[config.mk]
export PLATFORM = sky130hd
export DESIGN_NAME = tristate_bus_monitor
export DESIGN_NICKNAME = d
export VERILOG_FILES = /design/src/rtl/tristate_bus_monitor.sv
export SDC_FILE = /design/constraint.sdc
export NUM_CORES = 1
export LEC_CHECK = 0
export ABC_AREA = 1
export CAP_MARGIN = 20
export CORE_MARGIN = 2
export CORE_UTILIZATION = 28
export CTS_BUF_LIST = sky130_fd_sc_hd__clkbuf_8
export DETAILED_ROUTE_END_ITERATION = 7
export GPL_ROUTABILITY_DRIVEN = 1
export PLACE_DENSITY_LB_ADDON = 0.1
export SETUP_SLACK_MARGIN = 0.1
export SLEW_MARGIN = 15
export SYNTH_ARGS = -nofsm -noshare
export SYNTH_HDL_FRONTEND = slang
export SYNTH_SLANG_ARGS = --single-unit
[constraint.sdc]
create_clock -name i_clk -period 2.6 [get_ports i_clk]
set_clock_uncertainty 0.2 [all_clocks]
set_input_delay 0.52 -clock i_clk [delete_from_list [all_inputs] [get_ports i_clk]]
set_output_delay 0.52 -clock i_clk [all_outputs]
set_load 0.01 [all_outputs]
[src/rtl/tristate_bus_monitor.sv]
// Resolver for a shared tri-state bus with active-low enables, plus a clocked
// monitor: optional keeper, first-conflict log, saturating conflict counter, float watchdog.
module tristate_bus_monitor #(
  parameter int WIDTH       = 8,
  parameter int INPUT_COUNT = 2,
  parameter int KEEPER      = 0,
  parameter int ALLOW_EQUAL = 0,
  parameter int CNT_WIDTH   = 8,
  parameter int FLOAT_LIMIT = 16
) (
  input  logic                         i_clk,
  input  logic                         i_reset,
  input  logic [WIDTH*INPUT_COUNT-1:0] i_data,
  input  logic [INPUT_COUNT-1:0]       i_noe,
  input  logic                         i_clear,
  output logic [WIDTH-1:0]             o_data,
  output logic                         o_noe,
  output logic                         o_conflict,
  output logic                         o_conflict_sticky,
  output logic [INPUT_COUNT-1:0]       o_conflict_mask,
  output logic [CNT_WIDTH-1:0]         o_conflict_count,
  output logic                         o_float_timeout
);

  localparam logic [15:0] FLOAT_LIM = 16'(FLOAT_LIMIT);

  logic [INPUT_COUNT-1:0] active;
  logic [WIDTH-1:0]       and_c   [INPUT_COUNT+1];
  logic [WIDTH-1:0]       or_c    [INPUT_COUNT+1];
  logic                   any_c   [INPUT_COUNT+1];
  logic                   multi_c [INPUT_COUNT+1];

  logic [WIDTH-1:0]       and_v, or_v;
  logic                   any_act, multi_act;

  logic [WIDTH-1:0]       keep_q, keep_d;
  logic                   sticky_q, sticky_d;
  logic [INPUT_COUNT-1:0] mask_q, mask_d;
  logic [CNT_WIDTH-1:0]   count_q, count_d;
  logic [15:0]            float_q, float_d;
  logic                   timeout_q, timeout_d;

  assign and_c[0]   = '1;
  assign or_c[0]    = '0;
  assign any_c[0]   = 1'b0;
  assign multi_c[0] = 1'b0;

  // Per-driver reduction chain: AND gives the wired-AND value, AND==OR means
  // every active driver carries identical data.
  for (genvar g = 0; g < INPUT_COUNT; g++) begin : g_drv
    logic             act;
    logic [WIDTH-1:0] drv;

    assign drv = i_data[g*WIDTH +: WIDTH];

    // An if on ==0 treats X/Z enables as inactive in four-state simulation.
    always_comb begin
      act = 1'b0;
      if (i_noe[g] == 1'b0) act = 1'b1;
    end

    assign active[g]    = act;
    assign and_c[g+1]   = act ? (and_c[g] & drv) : and_c[g];
    assign or_c[g+1]    = act ? (or_c[g] | drv) : or_c[g];
    assign any_c[g+1]   = any_c[g] | act;
    assign multi_c[g+1] = multi_c[g] | (any_c[g] & act);
  end

  assign and_v     = and_c[INPUT_COUNT];
  assign or_v      = or_c[INPUT_COUNT];
  assign any_act   = any_c[INPUT_COUNT];
  assign multi_act = multi_c[INPUT_COUNT];

  assign o_conflict = multi_act && !((ALLOW_EQUAL != 0) && (and_v == or_v));
  assign o_noe      = !any_act || o_conflict;
  assign o_data     = any_act ? and_v : ((KEEPER != 0) ? keep_q : '1);

  always_comb begin
    keep_d = keep_q;
    if (!o_noe) keep_d = o_data;

    sticky_d  = i_clear ? 1'b0 : sticky_q;
    mask_d    = i_clear ? '0 : mask_q;
    count_d   = i_clear ? '0 : count_q;
    float_d   = i_clear ? '0 : float_q;
    timeout_d = i_clear ? 1'b0 : timeout_q;

    // Clear and a same-edge conflict: the cleared values feed the set path.
    if (o_conflict) begin
      if (!sticky_d) mask_d = active;
      sticky_d = 1'b1;
      if (count_d != '1) count_d = count_d + CNT_WIDTH'(1);
    end

    if (any_act) begin
      float_d = '0;
    end else if (float_d != FLOAT_LIM) begin
      float_d = float_d + 16'd1;
    end
    if (float_d == FLOAT_LIM) timeout_d = 1'b1;
  end

  always_ff @(posedge i_clk) begin
    if (i_reset) begin
      keep_q    <= '1;
      sticky_q  <= 1'b0;
      mask_q    <= '0;
      count_q   <= '0;
      float_q   <= '0;
      timeout_q <= 1'b0;
    end else begin
      keep_q    <= keep_d;
      sticky_q  <= sticky_d;
      mask_q    <= mask_d;
      count_q   <= count_d;
      float_q   <= float_d;
      timeout_q <= timeout_d;
    end
  end

  assign o_conflict_sticky = sticky_q;
  assign o_conflict_mask   = mask_q;
  assign o_conflict_count  = count_q;
  assign o_float_timeout   = timeout_q;

endmodule

==> flow_summary.yaml <==
detailed_routing:
  wl_mm: 6.04
  vias: 2221
  drtPass1Iterations: 4
  ant_nets: 0
  drtIter0Drc: 121
  wl_per_cell_um: 12.3
  vias_per_cell: 4.52
  drc: 0
layout:
  final_nets: 422
  syn_to_final_growth_pct: 48.8
  final_cells: 491
  drive_gt1_share_pct: 25.1
  antenna_cells: 0
clock_tree:
  cts_max_level: 1
  insertion_delay_ps: 280
  cts_max_path_buffers: 2
  cts_made_buffers: 3
  cts_tree: "done"
  cts-root-buf: "clkbuf_8"
  cts.sinks: 28
  clkSlewWorstSetupHoldPaths_ps: 100
power_and_ir_drop:
  p_int_mw: 0.717
  power_frac_seq_pct: 46.4
  p_comb_share_pct: 16.1
  p_per_area_nw_per_um2: 319
  switching_power_mw: 0.223
  peakVddDrop_uv: 223
  swShare_pct: 23.7
  p_leak_nw: 1.32
  clockPowerShare_pct: 37.5
place:
  dp_cells: 486
  io_buffer_count: 42
  gp_congestion: 0.892
  post-place-ws_ps: -292
  dp_hpwl_mm: 4.86
worst_setup_path:
  reg2reg_depth: 10
  crit_buf_inv: 4
  rrSetupSlack_ps: 640
  crit_top_cell: "inv_1"
  critical_path_depth: 5
  crit_path_end: "o_noe"
  crit_path_start_kind: "input pin"
  required_ps: 1880
  critPathKind: "input pin to output pin"
  cp_max_fo: 3
  setup.worst_path.start: "i_noe[0]"
  r2r-end: "o_conflict_count[3]$_SDFF_PP0_"
  crit_arrival_ps: 1700
  critical-path-max-stage-delay_ps: 520
  path_cells: "clkdlybuf4s50_1 -> inv_1 -> ha_1 -> inv_1 -> dlygate4sd2_1"
  crit_family: "buffers and inverters"
  slowest_stage: "clkdlybuf4s50_1"
  r2r_start: "o_conflict_count[0]$_SDFF_PP0_"
  endpoint_kind: "output pin"
grt:
  antenna_found_initial: 0
  grt_start_max_net_pins: 17
  grt_pass1_vias: 2119
  use_met3_pct: 3.11
  gr-usage-met2_pct: 26.5
  overflow: 0
  grt_first_pass_wirelength_mm: 9.92
  grtUsageTotal_pct: 16.3
  grt_util_met1_pct: 21.7
  grt.busiest_layer: "met2"
timing:
  period_minus_slack_ps: 2420
  layout_setup_ws_ps: 178
  rsz0062_at_grt: "no"
  hold_violations: 0
  fmaxAchievable_mhz: 413
  final.period_utilization_pct: 93.1
  setup_viol: 0
  tightest_slew_ps: 364
  slew_viol_final: 0
  maxSlewHeadroom_pct: 75.5
  hold_slack_ps: 287
  setup_tns_ps: 0
yosys:
  synth_compound_area_share_pct: 10.9
  synth_cells: 300
  syn_area_sq_um: 1980
  synth_edf_count: 0
  yosysUniqueCellTypes: 36
  synth.avg_cell_area_sq_um: 6.60
  synth_top_family_by_area: "simple AND/OR/NAND/NOR gates"
  synthArstFlopShare_pct: 0
  synth_mux_area_share_pct: 0
  yosys.area_share.simple_pct: 44.7
  synth_ff_type: "dfxtp_1"
  yosysWarnings: 0
  ys_seq_area_share_pct: 28.3
  synth_adder_area_share_pct: 3.16
  synth_nets: 326
  ys_ff_latch: 28
  synth-xor-area-share_pct: 1.33
floorplanning:
  die_area_sq_um: 7760
  start_util_pct: 29.0
  die_w_um: 88.1
  die_h_um: 88.1
  num_rows: 30
  core_area_sq_um: 6830
  pin_count: 43
run_status:
  status: "completed"
run:
  drv_cap: 0
min_path:
  min_path_type: "flop to flop"
[stage by stage]
stage	power (mW)	area (sq um)	util (%)
3_3_place_gp	0.608	2880	42.2
2_1_floorplan	0.517	1980	-
4_1_cts	0.953	2950	43.1
5_1_grt	0.985	2950	43.1
3_5_place_dp	0.607	2880	42.2
6_report	0.940	2950	43.1
[power groups by stage]
stage	clock network, mW	registers [mW]	logic (mW)
final	0.352	0.436	0.152
after global routing	0.382	0.437	0.166
after CTS	0.364	0.436	0.153
after detailed placement	0	0.446	0.161
after global placement	0	0.446	0.162
after floorplan	0	0.448	0.0691
[kinds of logic after synthesis]
family	Yosys count
adder cells (fa/ha/maj)	5
flip-flops	28
AO/OA/AOI/OAI	38
AND/OR/NAND/NOR	177
XOR/XNOR	3
buffers and inverters	49
[worst register-to-register path, stage by stage, from the launching register on]
cell	delay, ps
dfxtp_1	360
inv_1	50
nor2_1	130
ha_1	190
inv_1	60
nor3_2	180
nand4_1	150
o21ai_2	240
or2_2	150
o21ai_0	60
a21oi_1	120
[what timing repair did]
action | CTS | global route
setup buffers | 1 | 0
resized for setup | 14 | 0
hold buffers | 0 | 0
endpoints found under the setup margin | 16 | 0
[cell usage after synthesis, drive strengths merged, types with 2 or more instances]
| library cell | instances | area share, % |
|---|---|---|
| a31oi | 2 | 0.63 |
| nand4 | 10 | 3.9 |
| ha | 5 | 3.2 |
| dfxtp | 28 | 28 |
| nor4 | 2 | 1.4 |
| buf | 5 | 2.9 |
| clkbuf | 5 | 0.95 |
| o22ai | 8 | 2.5 |
| nand2 | 73 | 15 |
| xor2 | 3 | 1.3 |
| nor3 | 4 | 1.5 |
| inv | 39 | 7.8 |
| o21ai | 16 | 4.2 |
| a21oi | 10 | 2.7 |
| nand3 | 31 | 9.2 |
| nor2 | 55 | 13 |
| a211oi | 2 | 0.76 |
[how the worst min path moves through the flow]
| stage | start | to | slack (ps) | cells past startpoint |
|---|---|---|---|---|
| after floorplan | o_float_timeout$_SDFFE_PP0P_ | o_float_timeout$_SDFFE_PP0P_ | 290 | 2 |
| after global placement | o_float_timeout$_SDFFE_PP0P_ | o_float_timeout$_SDFFE_PP0P_ | 270 | 2 |
| after detailed placement | o_float_timeout$_SDFFE_PP0P_ | o_float_timeout$_SDFFE_PP0P_ | 270 | 2 |
| after CTS | o_float_timeout$_SDFFE_PP0P_ | o_float_timeout$_SDFFE_PP0P_ | 290 | 2 |
| after global routing | o_float_timeout$_SDFFE_PP0P_ | o_float_timeout$_SDFFE_PP0P_ | 310 | 2 |
| final | o_float_timeout$_SDFFE_PP0P_ | o_float_timeout$_SDFFE_PP0P_ | 290 | 2 |
[flip-flops by register name, summed over array words and instances, names as in the netlist]
name,count
o_conflict_sticky,1
o_conflict_mask,2
o_conflict_count,8
float_q,16
o_float_timeout,1
[cell usage in the layout (no fill, tap or decap), drive strengths merged]
master | synthesis | final
nand2 | 73 | 73
buf | 5 | 59
nor2 | 55 | 55
inv | 39 | 39
nand3 | 31 | 31
clkdlybuf4s50 | 0 | 30
dfxtp | 28 | 28
o21ai | 16 | 16
dlygate4sd2 | 0 | 12
a21oi | 10 | 10
nand4 | 10 | 10
o22ai | 8 | 8
ha | 5 | 5
nor3 | 4 | 4
xor2 | 3 | 3
clkbuf | 5 | 3
a211oi | 2 | 2
a31oi | 2 | 2
nor4 | 2 | 2
nand3b | 1 | 1
or2 | 1 | 1
bufinv | 0 | 1
[metal layers]
layer  part of all wire [%]  routed length, um  vias to the layer above
li1                       -                  -                     1169
met1                     48               2890                      980
met2                     45               2720                       63
met3                    5.3                320                        9
met4                    1.9                112                        0
met5                      0                  0                        -
[layout make-up]
class                      count  area (sq um)
clock buffer                   3          41.3
fill                         732          3880
timing repair buffer         101           848
inverter                      39           154
multi-input combinational    223          1190
clock inverter                 1          30.0
tap                           96           120
sequential                    28           561
Note: power is estimated with default switching activity, not from simulation.
